`config.mk`:
```
export PLATFORM = sky130hd
export DESIGN_NAME = pe_cmd_sequencer
export DESIGN_NICKNAME = d
export VERILOG_FILES = /design/src/rtl/pe_cmd_sequencer.sv
export SDC_FILE = /design/constraint.sdc
export NUM_CORES = 1
export LEC_CHECK = 0
export ABC_AREA = 1
export BUFFER_PORTS_ARGS = -buffer_cell sky130_fd_sc_hd__buf_2
export CORE_ASPECT_RATIO = 1.1
export CORE_UTILIZATION = 54
export CTS_CLUSTER_SIZE = 8
export DETAILED_ROUTE_END_ITERATION = 8
export GPL_TIMING_DRIVEN = 1
export PLACE_DENSITY = 0.8
export SYNTH_ARGS = -nofsm -noshare
export SYNTH_HDL_FRONTEND = slang
export SYNTH_SLANG_ARGS = --single-unit
```
`constraint.sdc`:
```
create_clock -name i_clk -period 1.9 [get_ports i_clk]
set_input_delay 0.285 -clock i_clk [delete_from_list [all_inputs] [get_ports i_clk]]
set_output_delay 0.285 -clock i_clk [all_outputs]
set_load 0.1 [all_outputs]
```
`src/rtl/pe_cmd_sequencer.sv`:
```
// ---------------------------------------------------------------------------
// pe_cmd_sequencer
//   Issues the command stream for one PE job over a valid/ready handshake:
//   SET, LOAD_WGHT, then for each ifmap row LOAD_IFMAP, CONV and (optionally)
//   ACC. The layer configuration is latched on an accepted start and held on
//   the PE config pins until the next accepted start. After the last command
//   the block waits for the PE to report idle before pulsing o_done.
//
// Ports
//   i_clk, i_rst         clock, synchronous active-high reset
//   i_start              job request (only looked at while idle)
//   i_layer_p/q/s        layer configuration (p filters, q channels, s width)
//   i_num_rows           number of ifmap rows N
//   i_acc_en             issue ACC after every CONV
//   o_layer_p/q/s        latched configuration driven to the PE
//   o_opcode             SET=000 LOAD_IFMAP=001 LOAD_WGHT=010 CONV=011 ACC=100
//   o_opcode_valid       command valid
//   i_opcode_ready       PE ready (high only while the PE is idle)
//   o_row_idx            row being issued
//   o_busy               job in progress
//   o_done               one-cycle pulse, job finished and PE idle
//   o_cfg_err            one-cycle pulse, start rejected (zero field)
// ---------------------------------------------------------------------------
module pe_cmd_sequencer #(
    parameter int ROW_WIDTH = 8
) (
    input  logic                 i_clk,
    input  logic                 i_rst,
    input  logic                 i_start,
    input  logic [4:0]           i_layer_p,
    input  logic [2:0]           i_layer_q,
    input  logic [3:0]           i_layer_s,
    input  logic [ROW_WIDTH-1:0] i_num_rows,
    input  logic                 i_acc_en,
    output logic [4:0]           o_layer_p,
    output logic [2:0]           o_layer_q,
    output logic [3:0]           o_layer_s,
    output logic [2:0]           o_opcode,
    output logic                 o_opcode_valid,
    input  logic                 i_opcode_ready,
    output logic [ROW_WIDTH-1:0] o_row_idx,
    output logic                 o_busy,
    output logic                 o_done,
    output logic                 o_cfg_err
);

    typedef enum logic [2:0] {
        S_IDLE  = 3'd0,
        S_SET   = 3'd1,
        S_WGHT  = 3'd2,
        S_IFMAP = 3'd3,
        S_CONV  = 3'd4,
        S_ACC   = 3'd5,
        S_DRAIN = 3'd6
    } state_t;

    localparam logic [2:0] OP_SET   = 3'b000;
    localparam logic [2:0] OP_IFMAP = 3'b001;
    localparam logic [2:0] OP_WGHT  = 3'b010;
    localparam logic [2:0] OP_CONV  = 3'b011;
    localparam logic [2:0] OP_ACC   = 3'b100;

    state_t               r_state;
    logic [ROW_WIDTH-1:0] r_num_rows;
    logic                 r_acc_en;
    logic                 r_drain_first;

    logic                 w_hs;
    logic                 w_cfg_ok;
    logic                 w_last_row;

    assign w_hs       = o_opcode_valid & i_opcode_ready;
    assign w_cfg_ok   = (i_layer_p != 5'd0) && (i_layer_q != 3'd0) &&
                        (i_layer_s != 4'd0) && (i_num_rows != '0);
    // N is never 0 inside a job, so N-1 cannot underflow; equality compare
    // means N = 2^ROW_WIDTH-1 finishes at row 2^ROW_WIDTH-2 without wrapping.
    assign w_last_row = (o_row_idx == (r_num_rows - ROW_WIDTH'(1)));

    // Command FSM with all outputs registered.
    always_ff @(posedge i_clk) begin
        if (i_rst) begin
            r_state        <= S_IDLE;
            r_num_rows     <= '0;
            r_acc_en       <= 1'b0;
            r_drain_first  <= 1'b0;
            o_layer_p      <= 5'd0;
            o_layer_q      <= 3'd0;
            o_layer_s      <= 4'd0;
            o_opcode       <= OP_SET;
            o_opcode_valid <= 1'b0;
            o_row_idx      <= '0;
            o_busy         <= 1'b0;
            o_done         <= 1'b0;
            o_cfg_err      <= 1'b0;
        end else begin
            o_done    <= 1'b0;
            o_cfg_err <= 1'b0;
            case (r_state)
                S_IDLE: begin
                    if (i_start) begin
                        if (w_cfg_ok) begin
                            o_layer_p      <= i_layer_p;
                            o_layer_q      <= i_layer_q;
                            o_layer_s      <= i_layer_s;
                            r_num_rows     <= i_num_rows;
                            r_acc_en       <= i_acc_en;
                            o_row_idx      <= '0;
                            o_opcode       <= OP_SET;
                            o_opcode_valid <= 1'b1;
                            o_busy         <= 1'b1;
                            r_state        <= S_SET;
                        end else begin
                            o_cfg_err <= 1'b1;
                        end
                    end else begin
                        r_state <= S_IDLE;
                    end
                end
                S_SET: begin
                    if (w_hs) begin
                        o_opcode <= OP_WGHT;
                        r_state  <= S_WGHT;
                    end else begin
                        r_state <= S_SET;
                    end
                end
                S_WGHT: begin
                    if (w_hs) begin
                        o_opcode <= OP_IFMAP;
                        r_state  <= S_IFMAP;
                    end else begin
                        r_state <= S_WGHT;
                    end
                end
                S_IFMAP: begin
                    if (w_hs) begin
                        o_opcode <= OP_CONV;
                        r_state  <= S_CONV;
                    end else begin
                        r_state <= S_IFMAP;
                    end
                end
                S_CONV: begin
                    if (w_hs && r_acc_en) begin
                        o_opcode <= OP_ACC;
                        r_state  <= S_ACC;
                    end else if (w_hs && w_last_row) begin
                        o_opcode       <= OP_SET;
                        o_opcode_valid <= 1'b0;
                        r_drain_first  <= 1'b1;
                        r_state        <= S_DRAIN;
                    end else if (w_hs) begin
                        o_row_idx <= o_row_idx + ROW_WIDTH'(1);
                        o_opcode  <= OP_IFMAP;
                        r_state   <= S_IFMAP;
                    end else begin
                        r_state <= S_CONV;
                    end
                end
                S_ACC: begin
                    if (w_hs && w_last_row) begin
                        o_opcode       <= OP_SET;
                        o_opcode_valid <= 1'b0;
                        r_drain_first  <= 1'b1;
                        r_state        <= S_DRAIN;
                    end else if (w_hs) begin
                        o_row_idx <= o_row_idx + ROW_WIDTH'(1);
                        o_opcode  <= OP_IFMAP;
                        r_state   <= S_IFMAP;
                    end else begin
                        r_state <= S_ACC;
                    end
                end
                S_DRAIN: begin
                    // The PE drops ready one cycle after the final hs, so the
                    // first drain cycle still sees the stale ready.
                    if (r_drain_first) begin
                        r_drain_first <= 1'b0;
                    end else if (i_opcode_ready) begin
                        o_busy  <= 1'b0;
                        o_done  <= 1'b1;
                        r_state <= S_IDLE;
                    end else begin
                        r_state <= S_DRAIN;
                    end
                end
                default: begin
                    o_opcode_valid <= 1'b0;
                    o_busy         <= 1'b0;
                    r_drain_first  <= 1'b0;
                    r_state        <= S_IDLE;
                end
            endcase
        end
    end

endmodule

```
=== After elaboration in Yosys (flattened, before gate mapping) ===
Index checks and enable logic that the tools add are counted.

* Multiplexer cells: 40
* Add/subtract/negate cells: 2
* Eq/ne operators: 15
* Reduce and logical (&&, ||, !) cells: 24
* Bitwise gates (word level): 7

{| class="wikitable"
|+ Operator list
! cell !! count
|-
| $mux W3 || 17
|-
| $mux W8 || 5
|-
| $pmux W8 S3 || 1
|-
| $pmux W3 S7 || 1
|-
| $pmux W3 S6 || 1
|-
| $ne A2 B2 Y1 const B || 7
|-
| $mux W1 || 11
|-
| $reduce_and A5 Y1 || 2
|-
| $eq A3 B3 Y1 const B || 3
|-
| $add A8 B1 Y8 const B || 1
|-
| $eq A8 B8 Y1 || 1
|-
| $reduce_and A4 Y1 || 2
|-
| $reduce_bool A8 Y1 || 1
|-
| $reduce_or A4 Y1 || 2
|-
| $sub A8 B1 Y8 const B || 1
|-
| $eq A3 B2 Y1 const B || 2
|-
| $not A1 Y1 || 6
|-
| $pmux W1 S3 || 2
|-
| $reduce_bool A3 Y1 || 2
|-
| $reduce_bool A6 Y1 || 1
|-
| $reduce_or A3 Y1 || 2
|-
| $logic_and A1 B1 Y1 || 5
|-
| $reduce_bool A5 Y1 || 1
|-
| $reduce_or A5 Y1 || 1
|-
| 9 further kinds || 10
|}

* Bits in registers: 40
* Logic and storage cells: 101

=== Logic depth before layout (Yosys ltp) ===
* Word-level depth: 7
* Gate-level depth with buffers: 15

=== Worst setup path after synthesis ===
No wires, ideal clock.

* Path kind: reg2reg
* Start point: register o_row_idx[0]
* End point: register o_row_idx[0]
* Library setup time: 0.119 ns
* Required time: 1.781 ns
* Period minus slack after synthesis: 2.199 ns
* Data arrival time: 2.080 ns
* Path buffers: 1
* Cell stages (with the launch flop): 13
* Path slack: -0.299 ns
* Cell sequence: dfxtp_1 -> inv_1 -> nand2_1 -> nand2_1 -> nor2_1 -> nand3_1 -> nor2_1 -> nand3_1 -> nand2_1 -> nand2_2 -> buf_6 -> a21oi_1 -> nor2_1

* Cells in the longest elaborated chain, start to end: 5
* Elaborated cells between the ends (all ways): 7
* Classes of those cells: add/sub (1); eq/ne (1); mux (4); reduce/logical (1)

{| class="wikitable"
|+ Ends and longest elaborated chain
! item !! RTL line !! source
|-
| start: declaration || 41 || <nowiki>output logic [ROW_WIDTH-1:0] o_row_idx,</nowiki>
|-
| start signal: assignment || 153 || <nowiki>o_row_idx <= o_row_idx + ROW_WIDTH'(1);</nowiki>
|-
| start signal: assignment || 167 || <nowiki>o_row_idx <= o_row_idx + ROW_WIDTH'(1);</nowiki>
|-
| $add A8 B1 Y8 / $eq A8 B8 Y1 (equally long branches) || 153, 167, 77 ||
|-
| $mux W8 / $logic_and A1 B1 Y1 (equally long branches) || - ||
|-
| $mux W8 (*) || 161 || <nowiki>if (w_hs && w_last_row) begin</nowiki>
|-
| $mux W8 || 144 || <nowiki>if (w_hs && r_acc_en) begin</nowiki>
|-
| $pmux W8 S3 (*) || 98 || <nowiki>case (r_state)</nowiki>
|}

Mark *: on every way between the ends. The rest lies on a longest branch, timed or not. The select of a mux whose other input is x is not followed.
A chain may end at the register's enable or synchronous reset.

=== Worst setup path in the final report ===
* Start point: register r_num_rows[0]
* End point: register o_row_idx[1]

* Cells in the longest elaborated chain, start to end: 6

{| class="wikitable"
|+ Ends and longest elaborated chain
! item !! RTL line !! source
|-
| start: declaration || 64 || <nowiki>logic [ROW_WIDTH-1:0] r_num_rows;</nowiki>
|-
| start signal: assignment || 105 || <nowiki>r_num_rows <= i_num_rows;</nowiki>
|-
| $sub A8 B1 Y8 (*) || 77 || <nowiki>assign w_last_row = (o_row_idx == (r_num_rows - ROW_WIDTH'(1)));</nowiki>
|-
| $eq A8 B8 Y1 (*) || 77 ||
|-
| $logic_and A1 B1 Y1 (*) || 147, 161 ||
|-
| $mux W8 (*) || - ||
|-
| $mux W8 || - ||
|-
| $pmux W8 S3 (*) || - ||
|}

Marks and branches as above.

==> impl_metrics.env <==
export IMPL_yosysWarnings=0
export IMPL_cts_tree="done"
export IMPL_drtIter0Drc=196
export IMPL_drv_slew=0
export IMPL_cts_sinks=40
export IMPL_status="finished, final reports clean"
export IMPL_place_ws_ns=0.06286
export IMPL_hold_depth=3
export IMPL_drc=0
export IMPL_die_w_um=63.87
export IMPL_yosys_area_share_simple=0.4089
export IMPL_grt_ovfl_total=0
export IMPL_via_count=2389
export IMPL_area_growth_pct=18.60
export IMPL_finalCriticalPeriod_ns=1.771
export IMPL_maxCapViolations=0
export IMPL_hold_viol=0
export IMPL_synthXorXnorAreaFrac=0.02312
export IMPL_syn_area_um2=2273
export IMPL_cts_buffers=5
export IMPL_path_max_fanout=11
export IMPL_worst_ir_drop_vdd_v=0.0007353
export IMPL_rrSetupSlack_ns=0.13
export IMPL_hold_path_class="in2reg"
export IMPL_grt_antenna_before_repair=0
export IMPL_yosysTopAreaCell="dfxtp_1"
export IMPL_drive_gt1_frac=0.2332
export IMPL_post_cts_buffers=0
export IMPL_worstRegToRegCells=15
export IMPL_syn_inst=367
export IMPL_cts_buffer_depth=2
export IMPL_reg2reg_from="r_num_rows[0]"
export IMPL_max_clock_freq_ghz=0.5646
export IMPL_synth_fp_nets=394
export IMPL_layout_commonest_cell="nand2_1"
export IMPL_grt_first_pass_wirelength_mm=9.584
export IMPL_crit_start="r_num_rows[0]"
export IMPL_synth_cell_type_count=28
export IMPL_routedWlPerCell_um=11.65
export IMPL_reg2reg_to="o_row_idx[1]"
export IMPL_fp_coreArea_um2=3994
export IMPL_nets=442
export IMPL_synth_top_cell_area_share=0.3522
export IMPL_synth_compound_area_frac=0.1073
export IMPL_chipHeight_um=70.05
export IMPL_worst_pin_slew_ns=0.6521
export IMPL_die_area_um2=4474
export IMPL_track_usage=0.2666
export IMPL_fin_util=0.6751
export IMPL_p_leak_nw=1.303
export IMPL_tns_ns=0
export IMPL_synthAdderAreaFrac=0.01101
export IMPL_final_cell_mix="85 x nand2_1, 84 x nor2_1, 51 x buf_2, 32 x inv_1, 29 x dfxtp_1"
export IMPL_synth_top_family_by_area="simple AND/OR/NAND/NOR gates"
export IMPL_vias_per_cell=5.105
export IMPL_relSlewSlack=0.5648
export IMPL_hold_end="o_layer_s[2]"
export IMPL_seq_area_frac_synth=0.3522
export IMPL_arrival_ns=1.95
export IMPL_top_level_ports=52
export IMPL_grt_pass1_vias=2344
export IMPL_portBuffers=51
export IMPL_crit_required_ns=2.07
export IMPL_hp_start="i_layer_s[2]"
export IMPL_setup_viol=0
export IMPL_clockRootBuffer="clkbuf_8"
export IMPL_muxShareOfSynthArea=0
export IMPL_postSynthAreaPerCell_um2=6.195
export IMPL_routed_wl_mm=5.451
export IMPL_powerDensity_nw_per_um2=936.2
export IMPL_antenna_cells=0
export IMPL_synth_seq_cells=40
export IMPL_finClkSkew_ns=0.007613
export IMPL_fin_crit_sh=0.9322
export IMPL_end_kind="flip-flop"
export IMPL_clkLatencyLatePin_ns=0.30
export IMPL_ant_nets=0
export IMPL_critical_path_class="reg2reg"
export IMPL_rows=24
export IMPL_startpoint_type="flip-flop"
export IMPL_cts_htree_levels=2
export IMPL_hpwl_mm=3.960
export IMPL_grt_max_degree=26
export IMPL_synthTopCellsByArea="dfxtp_1 35%, nand2_1 14%, nor2_1 14%"
export IMPL_path_clk_slew_ns=0.08
export IMPL_dr_pass1_iters=4
export IMPL_final_setup_worst_slack_ns=0.1289
export IMPL_initial_utilization=0.5692
export IMPL_routabilityCongestion=0.9152
## per-stage QoR
step | area (um2) | std cells | power, mW | hold slack, ns
2_1_floorplan | 2285 | 367 | 1.678 | 0.4057
3_3_place_gp | 2552 | 460 | 1.814 | 0.4512
3_5_place_dp | 2552 | 460 | 1.824 | 0.4671
4_1_cts | 2660 | 468 | 2.507 | 0.2069
5_1_grt | 2696 | 468 | 2.655 | 0.2173
6_report | 2696 | 468 | 2.524 | 0.2067
## state kept, by name, indices dropped and copies added (netlist names)
| register | count |
|---|---|
| o_layer_s | 4 |
| o_opcode | 3 |
| o_opcode_valid | 1 |
| r_num_rows | 8 |
| r_state | 3 |
| r_acc_en | 1 |
| o_cfg_err | 1 |
| o_layer_p | 5 |
| o_busy | 1 |
| o_row_idx | 8 |
| o_done | 1 |
| o_layer_q | 3 |
| r_drain_first | 1 |
## per-layer routing
| metal | GRT usage | wire (um) | part of all wire | vias up |
|---|---|---|---|---|
| met4 | 0.1162 | 67 | 0.012 | 0 |
| met1 | 0.3038 | 2421 | 0.44 | 1076 |
| met3 | 0.05229 | 227 | 0.042 | 8 |
| met2 | 0.4740 | 2735 | 0.50 | 58 |
| met5 | 0 | 0 | 0 | - |
| li1 | - | - | - | 1247 |
## final cells by class
cell class	instances	area, um2
Timing Repair Buffer	54	277.8
Sequential cell	40	814.5
Inverter	39	146.4
Fill cell	374	1297
Tap cell	52	65.06
Clock inverter	2	35.03
Clock buffer	6	72.57
Multi-Input combinational cell	275	1285
## Yosys cell counts
| library cell | n |
|---|---|
| nor2_2 | 2 |
| a211oi_1 | 1 |
| ha_1 | 2 |
| inv_1 | 33 |
| nor2_1 | 86 |
| xor2_1 | 5 |
| nand4_1 | 5 |
| xnor2_1 | 1 |
| nand2_1 | 86 |
| buf_2 | 3 |
| o2111ai_1 | 1 |
| buf_4 | 2 |
| or2_2 | 2 |
| o211ai_1 | 1 |
| a21oi_1 | 19 |
| buf_6 | 2 |
| dfxtp_1 | 40 |
| o21ai_0 | 25 |
| nand2_2 | 6 |
| nor3_1 | 4 |
| inv_2 | 6 |
| clkbuf_1 | 6 |
| nor4_1 | 2 |
| nand2_4 | 1 |
| nor3b_1 | 1 |
| and3_1 | 1 |
| nand3_1 | 22 |
| nor2_4 | 2 |
## power breakdown
group / switching, mW / internal (mW)
Clock: 0.303 / 0.390
Combinational: 0.653 / 0.207
Sequential: 0.0591 / 0.912
Total: 1.02 / 1.51
## worst max path at each step
stage | to | cells past startpoint
floorplan | o_row_idx[0] | 12
global placement | o_row_idx[1] | 15
detailed placement | o_row_idx[1] | 15
CTS | o_row_idx[1] | 15
global route | o_row_idx[3] | 14
finish | o_row_idx[1] | 15
## repair_timing
| action | CTS | global route |
|---|---|---|
| setup endpoints to repair | 0 | 14 |
| hold buffers | 0 | 0 |
| gates resized for setup | 0 | 11 |
| endpoints found under the hold margin | 0 | 0 |
## worst max-delay path, stage by stage, from the launching register on
cell     delay (ns)
dfxtp_2        0.35
inv_2          0.06
ha_4           0.26
inv_1          0.03
nand2_1        0.05
nand2_1        0.04
nor2_1         0.12
nand3_1        0.10
nor2_2         0.10
nand3_1        0.10
nand2_2        0.09
nand2_4        0.10
nand2_4        0.11
nand2_1        0.05
nand2_1        0.05
nor2_1         0.04
## cell families after synthesis
| logic type | count (synthesis) |
|---|---|
| fa+ha+maj | 2 |
| xor+xnor | 6 |
| simple gates | 220 |
| buf+inv | 52 |
| flops | 40 |
| compound gates | 47 |
Power figures use the tool's default switching activity.
